[src/rtl/nx_fifo_bit_packer.sv]
// Serial-to-parallel packer: drains a show-ahead 1-bit FIFO into OUT_W-bit words
// behind a valid/ready port, with a flush path that emits partially filled words.
module nx_fifo_bit_packer #(
  parameter int OUT_W     = 8,
  parameter bit MSB_FIRST = 1'b1,
  parameter int CNT_W     = 16,
  localparam int NB_W     = $clog2(OUT_W + 1)
) (
  input  logic             clk,
  input  logic             rst,
  input  logic             fifo_empty,
  input  logic             fifo_rdata,
  output logic             fifo_ren,
  input  logic             flush,
  output logic             out_valid,
  input  logic             out_ready,
  output logic [OUT_W-1:0] out_data,
  output logic [NB_W-1:0]  out_nbits,
  output logic [CNT_W-1:0] word_cnt,
  output logic             busy
);

  localparam logic [NB_W-1:0] FULL_CNT = NB_W'(OUT_W);

  logic [OUT_W-1:0] acc_reg, acc_next, acc_pop;
  logic [NB_W-1:0]  acc_cnt_reg, acc_cnt_next, cnt_after;
  logic [OUT_W-1:0] out_data_reg, out_data_next;
  logic [NB_W-1:0]  out_nbits_reg, out_nbits_next;
  logic             out_valid_reg, out_valid_next;
  logic             flush_pend_reg, flush_pend_next;
  logic [CNT_W-1:0] word_cnt_reg, word_cnt_next;

  logic slot_free;
  logic pop;
  logic xfer;
  logic load_full;
  logic load_flush;
  logic load;

  assign slot_free = !out_valid_reg || out_ready;
  assign xfer      = out_valid_reg && out_ready;

  // No pops while a flush is pending so the flushed word is exactly what was accumulated.
  assign pop       = !rst && !fifo_empty && !flush_pend_reg && (acc_cnt_reg < FULL_CNT);
  assign cnt_after = acc_cnt_reg + NB_W'(pop);

  // Each accumulator bit owns one fill index; only that index may write it.
  generate
    for (genvar gi = 0; gi < OUT_W; gi++) begin : g_place
      localparam logic [NB_W-1:0] SLOT = MSB_FIRST ? NB_W'(OUT_W - 1 - gi) : NB_W'(gi);
      assign acc_pop[gi] = (pop && (acc_cnt_reg == SLOT)) ? fifo_rdata : acc_reg[gi];
    end
  endgenerate

  // A word that was held full behind a stalled output also completes through load_full.
  assign load_full  = (cnt_after == FULL_CNT) && slot_free;
  assign load_flush = flush_pend_reg && (acc_cnt_reg != '0) && slot_free;
  assign load       = load_full || load_flush;

  always_comb begin
    acc_next        = acc_pop;
    acc_cnt_next    = cnt_after;
    out_data_next   = out_data_reg;
    out_nbits_next  = out_nbits_reg;
    out_valid_next  = out_valid_reg;
    flush_pend_next = flush_pend_reg;
    word_cnt_next   = word_cnt_reg + CNT_W'(xfer);

    if (xfer) begin
      out_valid_next = 1'b0;
    end

    if (load) begin
      out_data_next  = acc_pop;
      out_nbits_next = cnt_after;
      out_valid_next = 1'b1;
      acc_next       = '0;
      acc_cnt_next   = '0;
    end

    // A pending flush absorbs further flush pulses until it resolves.
    if (flush_pend_reg) begin
      if ((acc_cnt_reg == '0) || load) begin
        flush_pend_next = 1'b0;
      end
    end else begin
      flush_pend_next = flush;
    end
  end

  always_ff @(posedge clk) begin
    if (rst) begin
      acc_reg        <= '0;
      acc_cnt_reg    <= '0;
      out_data_reg   <= '0;
      out_nbits_reg  <= '0;
      out_valid_reg  <= 1'b0;
      flush_pend_reg <= 1'b0;
      word_cnt_reg   <= '0;
    end else begin
      acc_reg        <= acc_next;
      acc_cnt_reg    <= acc_cnt_next;
      out_data_reg   <= out_data_next;
      out_nbits_reg  <= out_nbits_next;
      out_valid_reg  <= out_valid_next;
      flush_pend_reg <= flush_pend_next;
      word_cnt_reg   <= word_cnt_next;
    end
  end

  assign fifo_ren  = pop;
  assign out_valid = out_valid_reg;
  assign out_data  = out_data_reg;
  assign out_nbits = out_nbits_reg;
  assign word_cnt  = word_cnt_reg;
  assign busy      = (acc_cnt_reg != '0) || out_valid_reg || flush_pend_reg;

endmodule
[config.mk]
export PLATFORM = sky130hd
export DESIGN_NAME = nx_fifo_bit_packer
export DESIGN_NICKNAME = d
export VERILOG_FILES = /design/src/rtl/nx_fifo_bit_packer.sv
export SDC_FILE = /design/constraint.sdc
export NUM_CORES = 1
export LEC_CHECK = 0
export BUFFER_PORTS_ARGS = -buffer_cell sky130_fd_sc_hd__clkbuf_2
export CORE_MARGIN = 1
export CORE_UTILIZATION = 35
export DETAILED_ROUTE_END_ITERATION = 7
export PLACE_DENSITY_LB_ADDON = 0.05
export SYNTH_ARGS = -nofsm -noshare
export SYNTH_HDL_FRONTEND = slang
export SYNTH_SLANG_ARGS = --single-unit
[constraint.sdc]
create_clock -name clk -period 3.79 [get_ports clk]
set_input_delay 0.379 -clock clk [delete_from_list [all_inputs] [get_ports clk]]
set_output_delay 0.379 -clock clk [all_outputs]
set_load 0.005 [all_outputs]
Word level (Yosys, flattened, before mapping):

Cells that the tools add are included.

* add/subtract/negate cells: 2
* multiply operators: 0
* div/mod/pow operators: 0
* order comparisons: 1
* equality and inequality tests: 8
* shift-type cells: 0
* muxes and demuxes: 12
* bitwise gates (word level): 0
* reduce and logical (&&, ||, !) cells: 28

Operators by type and width (count)
* adder 16 x 1 -> 16 bit: 1
* == test 4 x 3 -> 1 bit, second input constant: 4
* logical AND 1 bit: 15
* 2-to-1 mux 1 bit: 12
* == test 4 x 2 -> 1 bit, second input constant: 2
* logical OR 1 bit: 5
* adder 4 x 1 -> 4 bit: 1
* == test 4 x 1 -> 1 bit, second input constant: 1
* == test 4 bit, second input constant: 1
* logical NOT 1 bit: 4
* logical NOT 4 bit: 1
* < comparator 4 bit, second input constant: 1
* nonzero test 4 bit: 1
* nonzero test 2 bit: 1
* OR reduction 2 bit: 1

* register bits: 42
* bits in latches: 0
* bits in writable memories: 0
* bits in read-only memories: 0
* output and inout port bits: 31
* logic and storage cells: 58
* memories: 0

Longest topological paths before layout:

* depth after elaboration: 11
* mapped depth: 10
* mapped depth without buffers: 8

Worst setup path before layout:

OpenSTA, ideal clock, no wires.

* path type: reg-to-reg
* start point: register acc_cnt_reg[3]
* end point: register out_data_reg[1], in the netlist out_data[1]
* data arrival time: 2328 ps
* data required time: 3719 ps
* path slack: 1392 ps
* cell stages (with the launch flop): 9
* path buffers: 1
* clock period less this slack: 2398 ps
* cells stage by stage: dfxtp_1 nor4_4 ha_1 ha_1 nor3_1 a21oi_4 buf_6 or3_1 a21oi_1

* longest elaborated chain between the ends: 6
* elaborated cells on any way between the ends: 12
* those cells by class: add/sub (1); order compare (1); eq/ne (2); mux (1); reduce/logical (7)

RTL lines
* start, declared: RTL line 26 `logic [NB_W-1:0] acc_cnt_reg, acc_cnt_next, cnt_after;`
* start signal, assigned: RTL line 102 `acc_cnt_reg <= acc_cnt_next;`
* < comparator 4 bit: RTL line 44 `assign pop = !rst && !fifo_empty && !flush_pend_reg && (acc_cnt_reg < FULL_CNT);`
* logical AND 1 bit: RTL line 44
* named net fifo_ren: RTL line 13 `output logic fifo_ren,`
* adder 4 x 1 -> 4 bit: RTL line 45 `assign cnt_after = acc_cnt_reg + NB_W'(pop);`
* named net cnt_after[1]: RTL line 26
* == test 4 bit: RTL line 56 `assign load_full = (cnt_after == FULL_CNT) && slot_free;`
* logical AND 1 bit: RTL line 56
* logical OR 1 bit: RTL line 58 `assign load = load_full || load_flush;`
* end signal, assigned: RTL line 103 `out_data_reg <= out_data_next;`
* end, declared: RTL line 27 `logic [OUT_W-1:0] out_data_reg, out_data_next;`

The timed path passes the listed nets, and every way through them passes these cells.
A chain may end at the register's enable or synchronous reset.

Worst setup path after layout:

* start point: register acc_cnt_reg[3]
* end point: register out_data_reg[4], in the netlist out_data[4]

* longest elaborated chain between the ends: 6
* elaborated cells on any way between the ends: 12
* those cells by class: add/sub (1); order compare (1); eq/ne (2); mux (1); reduce/logical (7)

RTL lines (RTL line)
* < comparator 4 bit: 44
* logical AND 1 bit: 44
* adder 4 x 1 -> 4 bit: 45
* named net cnt_after[1]: 26
* == test 4 bit: 56
* logical AND 1 bit: 56
* logical OR 1 bit: 58

The timed path passes the listed nets, and every way through them passes these cells.

==> reports/qor.yml <==
status: "complete, no violations"
arrival_ps: 2850
hp-class: "in2reg"
slowest_stage: "nor4_4"
maxCapViolCount: 0
required_ps: 4010
synthDistinctLibCells: 32
yosysWarningCount: 0
max_freq_mhz: 379
ys_ff_latch: 42
post_cts_resized: 0
slew_headroom_pct: 15.3
end_kind: "flop"
cts_made_buffers: 5
synth.top_cell.area_share_pct: 46.1
wl_um: 3800
clk_latency_ps: 290
slew_violations: 0
final_area_um2: 2120
overflow: 0
hpwl_um: 2740
fillers: 507
cp_max_fo: 22
fp.coreArea_um2: 4880
detail-route-antenna-nets: 0
track_usage_pct: 15.1
synth_seq_area_share_pct: 46.1
synth.area.top_cells: "dfxtp_1 46%, nor2_1 4.9%, mux2i_1 4.4%"
clockBufferDepth: 2
power.density_nw_per_um2: 390
first_pass_iters: 4
cts-root-buf: "clkbuf_8"
hold_buffers: 0
grt_pass1_wl_um: 6210
vias: 1448
max_stage_delay_ps: 540
grt_max_degree: 33
fp-row-count: 25
tns_ps: 0
die_h_um: 74.2
hold_violations: 0
syn2layout_area_growth_pct: 16.4
rsz0062_at_grt: "no"
syn_avg_cell_area_um2: 9.31
synth_fp_nets: 206
critical_path.top_delay_family: "simple AND/OR/NAND/NOR gates"
path_class: "reg2reg"
routedWlPerCell_um: 12.8
finalSetupViolCount: 0
numPortBuffers: 36
register_area_um2: 841
min_period_ps: 2640
synth_top_area_cell: "dfxtp_1"
multi_input_area_um2: 893
antenna_found_initial: 0
critPathLaunchType: "flop"
grt_pass1_vias: 1291
io_pins: 37
period_share_pct: 69.5
cts_sinks: 42
drc: 0
clk_pin_slew_ps: 80
path_common_cell: "ha_1"
tightest_slew_ps: 1270
cts_tree: "done"
dpl_cell_area_um2: 2020
drt_iter0_drc: 50
die_w_um: 74.2
antenna_cells: 0
final_core_util_pct: 43.5
clock_skew_ps: 4.95
die_area_um2: 5500
cp_cell_sequence: "nor4_4 -> ha_1 -> ha_1 -> nor3_1 -> a21oi_4 -> or3_1 -> a21oi_1"
post_cts_buffers: 0
leakagePower_nw: 0.875
cp.buffers_inverters: 0
largest_reg_flops: 16
nets: 238
via_per_inst: 4.89
gp_congestion: 0.762
start_util_pct: 37.4
h-tree-depth: 2
drive_gt1_share_pct: 20.5
ir_worst_vdd_mv: 0.174
synthCells: 196
synth_area_um2: 1820
==> cells in the mapped netlist <==
master / number
a21oi_1: 15
a21oi_4: 1
and2_1: 2
and3_1: 2
and4_1: 2
and4bb_2: 1
buf_1: 1
buf_2: 3
buf_6: 4
clkbuf_1: 4
dfxtp_1: 42
ha_1: 4
inv_1: 3
mux2i_1: 8
nand2_1: 5
nand2b_1: 1
nand3_1: 11
nand3b_1: 1
nand4_1: 4
nand4b_1: 3
nor2_1: 24
nor2b_1: 7
nor3_1: 5
nor4_4: 1
o211ai_1: 1
o21ai_0: 14
o21bai_4: 1
o41ai_1: 1
or3_1: 10
or4_1: 1
xnor2_1: 5
xor2_1: 9
==> area by class of cell <==
type	instances	area share, %
repair buffers	37	8.84
clock buffers	7	3.59
well taps	67	3.95
multi-input cells	139	42.1
inverters	3	0.530
flip-flops and latches	42	39.6
clock inverters	1	1.41
==> through the flow <==
step / worst slack, ps / hold WS, ps / instances / total power [mW]
2_1_floorplan: 1390 / 448 / 196 / 0.488
3_3_place_gp: 1210 / 466 / 288 / 0.498
3_5_place_dp: 1070 / 473 / 288 / 0.499
4_1_cts: 1130 / 436 / 296 / 0.847
5_1_grt: 927 / 468 / 296 / 0.867
6_report: 1150 / 442 / 296 / 0.829
==> power by group <==
group          switching (mW)  total [mW]  internal, mW  leakage [nW]
Sequential            0.00471       0.449         0.444         0.339
Combinational          0.0240      0.0390        0.0149         0.484
Clock                   0.144       0.341         0.197        0.0524
==> final timing paths <==
| check | end | depth (start not counted) | startpoint | slack [ps] |
|---|---|---|---|---|
| worst min register to register | out_nbits[1]$_SDFFE_PP0P_ | 2 | out_nbits[1]$_SDFFE_PP0P_ | 490 |
| worst min-delay path | flush_pend_reg$_SDFF_PP0_ | 4 | flush | 440 |
| worst max register to register | out_data[4]$_SDFFE_PP0P_ | 7 | acc_cnt_reg[3]$_SDFF_PP0_ | 1150 |
| worst max-delay path | out_data[4]$_SDFFE_PP0P_ | 7 | acc_cnt_reg[3]$_SDFF_PP0_ | 1150 |
==> tightest hold or removal path: cells and delay by family <==
kind / cells / cell delay [ps]
AOI/OAI and AO/OA: 1 / 50
and+or+nand+nor: 2 / 190
buffers and inverters: 1 / 80
==> placed cells by master, fill, tap and decap left out, types with 3 or more instances in the layout <==
cell      count
inv_1         3
nand4_1       4
nor2b_1       7
nor2_1       24
xnor2_1       5
dfxtp_1      42
or3_1        10
ha_1          4
clkbuf_8      5
o21ai_0      14
nand4b_1      3
a21oi_1      15
clkbuf_2     36
nand3_1      11
xor2_1        9
nor3_1        5
mux2i_1       8
nand2_1       5
==> layer usage <==
| layer | vias up | wire length, um | GRT usage (%) |
|---|---|---|---|
| met3 | 6 | 164 | 4.47 |
| met2 | 35 | 1620 | 22.2 |
| li1 | 745 | - | - |
| met5 | - | 0 | 0 |
| met4 | 0 | 49 | 5.77 |
| met1 | 662 | 1960 | 20.7 |
==> cell families (layout without fill, tap and decap cells) <==
| logic type | Yosys count | after routing | synth area share (%) |
|---|---|---|---|
| buffers and inverters | 15 | 48 | 4.94 |
| xor gates and xnor gates | 14 | 14 | 6.72 |
| adders and majority gates | 4 | 4 | 2.74 |
| muxes | 8 | 8 | 4.39 |
| DFF | 42 | 42 | 46.1 |
| AOI/OAI and AO/OA | 33 | 33 | 10.8 |
| and+or+nand+nor | 80 | 80 | 24.3 |
(Power assumes the default switching activity.)
